--- src/rtl/cfs_cdc_word_rx_if.sv ---
// Valid/ready word bus leaving the CDC receiver.
// master drives valid/data, slave returns ready.
interface cfs_cdc_word_rx_if #(
  parameter int DATA_WIDTH = 32
) ();
  logic                  out_valid;
  logic [DATA_WIDTH-1:0] out_data;
  logic                  out_ready;

  modport master (
    output out_valid,
    output out_data,
    input  out_ready
  );

  modport slave (
    input  out_valid,
    input  out_data,
    output out_ready
  );
endinterface

--- src/rtl/cfs_cdc_word_rx.sv ---
// Toggle req/ack CDC word receiver, clk-domain side.
// Optional parity check: define CFS_CDC_WORD_RX_PARITY_EN.
module cfs_cdc_word_rx #(
  parameter int DATA_WIDTH  = 32,
  parameter int SYNC_STAGES = 2,
  parameter int CNT_WIDTH   = 16
) (
  input  logic                  clk,
  input  logic                  reset,
  input  logic                  req_toggle_async,
  input  logic [DATA_WIDTH-1:0] data_async,
`ifdef CFS_CDC_WORD_RX_PARITY_EN
  input  logic                  parity_async,
  output logic                  parity_err,
`endif
  output logic                  ack_toggle,
  output logic [CNT_WIDTH-1:0]  rx_count,
  cfs_cdc_word_rx_if.master     rx
);

  typedef enum logic {
    IDLE,
    CAPTURE_VALID
  } state_t;

  localparam logic [CNT_WIDTH-1:0] CNT_ONE = 1;

  state_t                 state;
  logic [SYNC_STAGES-1:0] sync;
  logic                   req_sync;
  logic                   req_seen;
  logic                   valid_q;
  logic [DATA_WIDTH-1:0]  data_q;

  assign req_sync     = sync[SYNC_STAGES-1];
  assign rx.out_valid = valid_q;
  assign rx.out_data  = data_q;

  always_ff @(posedge clk or posedge reset) begin
    if (reset) begin
      sync <= '0;
    end else begin
      sync <= {sync[SYNC_STAGES-2:0], req_toggle_async};
    end
  end

  // data_async is quasi-static: the source holds it until our ack
  always_ff @(posedge clk or posedge reset) begin
    if (reset) begin
      state      <= IDLE;
      req_seen   <= 1'b0;
      valid_q    <= 1'b0;
      data_q     <= '0;
      ack_toggle <= 1'b0;
      rx_count   <= '0;
`ifdef CFS_CDC_WORD_RX_PARITY_EN
      parity_err <= 1'b0;
`endif
    end else begin
      case (state)
        IDLE: begin
          if (req_sync != req_seen) begin
            state    <= CAPTURE_VALID;
            req_seen <= req_sync;
            valid_q  <= 1'b1;
            data_q   <= data_async;
`ifdef CFS_CDC_WORD_RX_PARITY_EN
            if (^{data_async, parity_async})
              parity_err <= 1'b1;
`endif
          end
        end
        CAPTURE_VALID: begin
          if (valid_q && rx.out_ready) begin
            state      <= IDLE;
            valid_q    <= 1'b0;
            ack_toggle <= ~ack_toggle;
            rx_count   <= rx_count + CNT_ONE;
          end
        end
        default: begin
          state   <= IDLE;
          valid_q <= 1'b0;
        end
      endcase
    end
  end

endmodule

--- src/flat_wrapper.sv ---
// flat-port wrapper written by rule: the top's interface ports become plain ports
module cfs_cdc_word_rx_flat 
#(
  parameter int DATA_WIDTH  = 32,
  parameter int SYNC_STAGES = 2,
  parameter int CNT_WIDTH   = 16
)
  (clk, reset, req_toggle_async, data_async, ack_toggle, rx_count, rx_out_valid, rx_out_data, rx_out_ready);
  cfs_cdc_word_rx_if #(.DATA_WIDTH(DATA_WIDTH)) rx_i ();
  input  logic clk;
  input  logic reset;
  input  logic req_toggle_async;
  input  logic [DATA_WIDTH-1:0] data_async;
  output logic ack_toggle;
  output logic [CNT_WIDTH-1:0] rx_count;
  output wire logic [$bits(rx_i.out_valid)-1:0] rx_out_valid;
  output wire logic [$bits(rx_i.out_data)-1:0] rx_out_data;
  input wire logic [$bits(rx_i.out_ready)-1:0] rx_out_ready;
  assign rx_out_valid = rx_i.out_valid;
  assign rx_out_data = rx_i.out_data;
  assign rx_i.out_ready = rx_out_ready;
  cfs_cdc_word_rx #(.DATA_WIDTH(DATA_WIDTH), .SYNC_STAGES(SYNC_STAGES), .CNT_WIDTH(CNT_WIDTH)) u_core (.clk(clk), .reset(reset), .req_toggle_async(req_toggle_async), .data_async(data_async), .ack_toggle(ack_toggle), .rx_count(rx_count), .rx(rx_i));
endmodule
--- config.mk ---
export PLATFORM = sky130hd
export DESIGN_NAME = cfs_cdc_word_rx_flat
export DESIGN_NICKNAME = d
export VERILOG_FILES = /design/src/rtl/cfs_cdc_word_rx_if.sv /design/src/rtl/cfs_cdc_word_rx.sv /design/src/flat_wrapper.sv
export SDC_FILE = /design/constraint.sdc
export NUM_CORES = 1
export LEC_CHECK = 0
export ABC_AREA = 1
export CAP_MARGIN = 30
export CORE_UTILIZATION = 35
export CTS_BUF_LIST = sky130_fd_sc_hd__clkbuf_2 sky130_fd_sc_hd__clkbuf_4 sky130_fd_sc_hd__clkbuf_8
export DETAILED_ROUTE_END_ITERATION = 6
export DONT_BUFFER_PORTS = 1
export GPL_TIMING_DRIVEN = 0
export PLACE_DENSITY_LB_ADDON = 0.05
export SYNTH_ARGS = -nofsm -noshare
export SYNTH_HDL_FRONTEND = slang
export SYNTH_SLANG_ARGS = --single-unit
--- constraint.sdc ---
create_clock -name clk -period 2.4 [get_ports clk]
set_clock_uncertainty 0.2 [all_clocks]
set_input_delay 0.36 -clock clk [delete_from_list [all_inputs] [get_ports clk]]
set_output_delay 0.36 -clock clk [all_outputs]
set_load 0.02 [all_outputs]
# Word-level counts from Yosys, hierarchy flattened
# Cells that the tools add are included.
word_totals:
  reg_bits: 54
  word_cells: 23
  input_bits: 36
classes:
  addsub: 1
  mux: 6
  n_bitwise: 2
  n_eq_ne: 3
  n_reduce_logical: 4
op_table:
  columns: ["cell", "count"]
  rows:
  - ["$add A16 B1 Y16 const B", 1]
  - ["$reduce_and A2 Y1", 3]
  - ["$mux W1", 4]
  - ["$pmux W1 S2", 2]
  - ["$ne A2 B1 Y1 const B", 1]
  - ["$ne A2 B2 Y1 const B", 1]
  - ["$not A1 Y1", 2]
  - ["$logic_and A1 B1 Y1", 1]
  - ["$ne A1 B1 Y1", 1]

# Logic depth before layout (Yosys ltp)
depth:
  ltp_word: 3
  mapped_depth: 9
  ltp_nobuf: 9

# Least setup slack after synthesis
# Ideal clock, no wire load.
synth_timing:
  path_type: "reg-to-reg"
  startpoint: "register u_core.rx_count[0]"
  endpoint: "register u_core.rx_count[12]"
  arrival_ps: 1219
  stages_incl_launch_ff: 9
  required_time_ps: 2087
  n_path_buf: 0
  synth_period_minus_slack_ps: 1531
  setup_slack_ps: 869
  cell_sequence: "dfrtp_1 > ha_1 > inv_1 > nor2_2 > nand2_1 > nor2_2 > nand3_1 > nand2_1 > inv_1"
synth_via:
  elab_chain_len: 1
synth_lines:
  columns: ["element", "line", "text"]
  rows:
  - ["from (decl)", "cfs_cdc_word_rx.sv:17", "output logic [CNT_WIDTH-1:0] rx_count,"]
  - ["from (signal assigned)", "cfs_cdc_word_rx.sv:78", "rx_count <= rx_count + CNT_ONE;"]
  - ["$add A16 B1 Y16", "cfs_cdc_word_rx.sv:78", null]
# No other way between the ends.
# A chain may end at the register's enable or synchronous reset.

# Worst setup path in the final report
# Ends and elaborated chain as after synthesis.

==> run_results.csv <==
group,metric,value,unit
pwr,internal_power,1920,uW
sta,setup_viol,0,
logic_synthesis,postSynthCellCount,259,
drt,route.detailed.drc,0,
outcome,status,"finished clean",
drt,viasPerCell,4.53,
placement,port_buffers,0,
critical_path,endpoint_kind,"flop",
critical_path,critPathMaxStageDelay,0.53,ns
drt,vias,1718,
job,maxCapViolCount,0,
pwr,p_switching,1380,uW
logic_synthesis,synth_common_cells,"72 x nand2_1, 54 x dfrtp_1, 46 x inv_1",
layout,num-fill-cells,638,
layout,final_cell_area,0.00291,mm2
min_path,worstHoldPathType,"input port to flop",
min_path,hold_depth,2,
critical_path,cp_max_fo,4,
placement,dp_hpwl,3.41,mm
grt,grt_pass1_wl,8.75,mm
layout,area_growth,24.4,%
clock_tree,clk_pin_slew,0.09,ns
logic_synthesis,synth.area.top_cells,"dfrtp_1 58%, nand2_1 12%, inv_1 7.4%",
layout,finalNetCount,338,
logic_synthesis,synth-seq-cells,54,
floorplanning,initial_core_util,36.6,%
grt,grt_overflow,0,
critical_path,r2r_end,"u_core.rx_count[12]$_DFFE_PP0P_",
pwr,power_frac_comb,22.6,%
drt,detail_route.wl_per_cell,13.2,um
critical_path,crit_family,"simple AND/OR/NAND/NOR gates",
clock_tree,htreeDepth,2,
grt,grt_use_total,15.5,%
placement,placed_cells,337,
floorplanning,die_h,83.7,um
logic_synthesis,yosysMostFrequentCell,"nand2_1",
sta,min_period,1.71,ns
placement,placed_area,0.00245,mm2
drt,drt_iter0_drc,48,
clock_tree,clock-sinks,54,
logic_synthesis,synthFlopType,"dfrtp_1",
critical_path,path_buf_inv,2,
logic_synthesis,avgSynthCellArea,9.03,um2
logic_synthesis,async_reset_ff_share,100,%
critical_path,worstSetupStartpointType,"flop",
floorplanning,dieArea,0.00701,mm2
sta,tns,0,ns
clock_tree,cts.path.max_buffers,2,
sta,maxSlewHeadroom,60.1,%
logic_synthesis,ys_types,25,
drt,first_pass_iters,4,
layout,layout-drive-gt1-share,9.60,%
clock_tree,post_cts_buffers,0,
grt,grt_pass1_vias,1777,
clock_tree,tritoncts,"built",
critical_path,required,2.40,ns
min_path,min_from,"rx_out_ready",
clock_tree,cts_root_buf,"clkbuf_8",
pwr,p_leak,0.00145,uW
floorplanning,rows,29,
pwr,power.density,1130,mW/mm2
logic_synthesis,synth_edf_count,0,
sta,worstMarginPinSlew,0.598,ns
logic_synthesis,synth_top_cell_by_area,"dfrtp_1",
logic_synthesis,yosysSeqAreaShare,57.8,%
layout,diodes,0,
pwr,power_frac_seq,58.4,%
layout,instances_no_fill,379,
drt,drt-total-wl,5.01,mm
pwr,p_sw_share,41.8,%
sta,fin_crit_sh,71.3,%
clock_tree,numCtsBuffers,5,
grt,grt_start_max_net_pins,29,
critical_path,cp_cell_sequence,"ha_1, inv_1, nor2_2, nand2_1, nor2_2, nand3_1, nand2_1, inv_1",
sta,finalHoldViolations,0,
pwr,vdd_drop_max,533,uV
logic_synthesis,syn_area,0.00234,mm2
min_path,hold_path_end,"u_core.rx_count[0]$_DFFE_PP0P_",
critical_path,r2r_cells,8,
logic_synthesis,yosys_warnings,0,
sta,report.final.slew_viol_count,0,
critical_path,arrival,1.71,ns
critical_path,cp_slowest_cell,"dfrtp_1",
critical_path,r2r-start,"u_core.rx_count[0]$_DFFE_PP0P_",
critical_path,path_class,"flop to flop",
placement,finalWeightedCongestion,0.706,
sta,fmax,584,MHz
pwr,power.share.clock,19.0,%
grt,antenna_found_initial,0,
drt,antenna_left,0,
clock_tree,clock_latency,0.30,ns
sta,rsz0062_at_grt,"no",
critical_path,r2r_setup_slack,0.69,ns
floorplanning,die_w,83.7,um
floorplanning,ioPinCount,86,
floorplanning,coreArea,0.00639,mm2
logic_synthesis,yosysTopAreaCellShare,57.8,%
logic_synthesis,synth_fp_nets,296,
layout,post-route-util,45.6,%
## layer usage
layer	share of wire (%)	GRT usage (%)	vias to the layer above	routed length (um)
li1	-	-	864	-
met1	47	20.2	794	2350
met2	46	24.9	54	2290
met3	6.3	4.75	6	317
met4	1.1	4.62	0	57
met5	0	0	-	0
## per-stage QoR
step	total power, uW	hold WS (ns)	worst slack, ns
2_1_floorplan	2450	0.131	0.525
3_3_place_gp	2640	0.132	-0.211
3_5_place_dp	2670	0.143	0.706
4_1_cts	3350	0.112	0.686
5_1_grt	3550	0.108	0.528
6_report	3300	0.126	0.689
## kinds of logic after synthesis
logic type      synth area share, %
simple gates                   20.2
buf+inv                        10.6
fa+ha+maj                     0.535
flops                          57.8
xor+xnor                       3.37
compound gates                 7.49
## power by group through the flow
| stage | clock, uW | sequential, uW | combinational (uW) |
|---|---|---|---|
| 2_1_floorplan | 0 | 1870 | 582 |
| 3_3_place_gp | 0 | 1950 | 694 |
| 3_5_place_dp | 0 | 1950 | 715 |
| 4_1_cts | 659 | 1930 | 761 |
| 5_1_grt | 690 | 1980 | 875 |
| 6_report | 626 | 1930 | 744 |
## what timing repair did
| item | in CTS | in global routing |
|---|---|---|
| gates resized for setup | 0 | 0 |
| hold buffers | 34 | 0 |
| endpoints found under the hold margin | 59 | 0 |
## cell type report
cell class	count	area (um2)	area share (%)
flip-flops and latches	54	1350	46.5
multi-input cells	149	738	25.4
repair buffers	35	360	12.4
inverters	49	184	6.32
well taps	77	96.3	3.31
clock buffers	7	83.8	2.88
plain buffers	7	65.1	2.24
clock inverters	1	30.0	1.03
## how the worst max path moves through the flow
| stage | from | endpoint | cells past startpoint |
|---|---|---|---|
| 3_5_place_dp | u_core.rx_count[0]$_DFFE_PP0P_ | u_core.rx_count[12]$_DFFE_PP0P_ | 8 |
| 3_3_place_gp | reset | u_core.rx_count[11]$_DFFE_PP0P_ | 1 |
| 6_report | u_core.rx_count[0]$_DFFE_PP0P_ | u_core.rx_count[12]$_DFFE_PP0P_ | 8 |
| 5_1_grt | u_core.rx_count[0]$_DFFE_PP0P_ | u_core.rx_count[14]$_DFFE_PP0P_ | 8 |
| 2_1_floorplan | reset | u_core.ack_toggle$_DFFE_PP0P_ | 1 |
| 4_1_cts | u_core.rx_count[0]$_DFFE_PP0P_ | u_core.rx_count[12]$_DFFE_PP0P_ | 8 |
## worst register-to-register path: cells and delay by family, from the launching register on
kind / cells / cell delay (ns)
adder cells (fa/ha/maj): 1 / 0.22
buffers and inverters: 2 / 0.09
flip-flops: 1 / 0.53
AND/OR/NAND/NOR: 5 / 0.57
## cell usage in the layout (no fill, tap or decap)
cell           netlist  final
a21oi_1              2      2
buf_12               0      1
buf_2                1      1
buf_4                2      2
buf_6                4      4
bufinv_16            0      1
clkbuf_4             0      2
clkbuf_8             0      5
clkinv_1             1      1
dfrtp_1             54     54
dlygate4sd3_1        0     34
ha_1                 1      1
inv_1               46     45
inv_2                2      3
nand2_1             72     72
nand2_2              1      1
nand3_1              8      8
nand3_2              1      1
nand3_4              1      1
nand3b_1             2      2
nand4_1              3      3
nor2_1               7      7
nor2_2               4      4
nor2_4               1      1
nor3_1               1      1
nor3_2               2      2
o21ai_1             33     33
or2_1                1      1
xnor2_1              5      5
xor2_1               4      4
## registers in the layout (all words and copies together), names as in the netlist
signal and flops:
u_core.ack_toggle 1, u_core.req_seen 1, u_core.rx.out_data 32, u_core.rx.out_valid 1, u_core.rx_count 16, u_core.state 1, u_core.sync 2
Power figures use the tool's default switching activity.
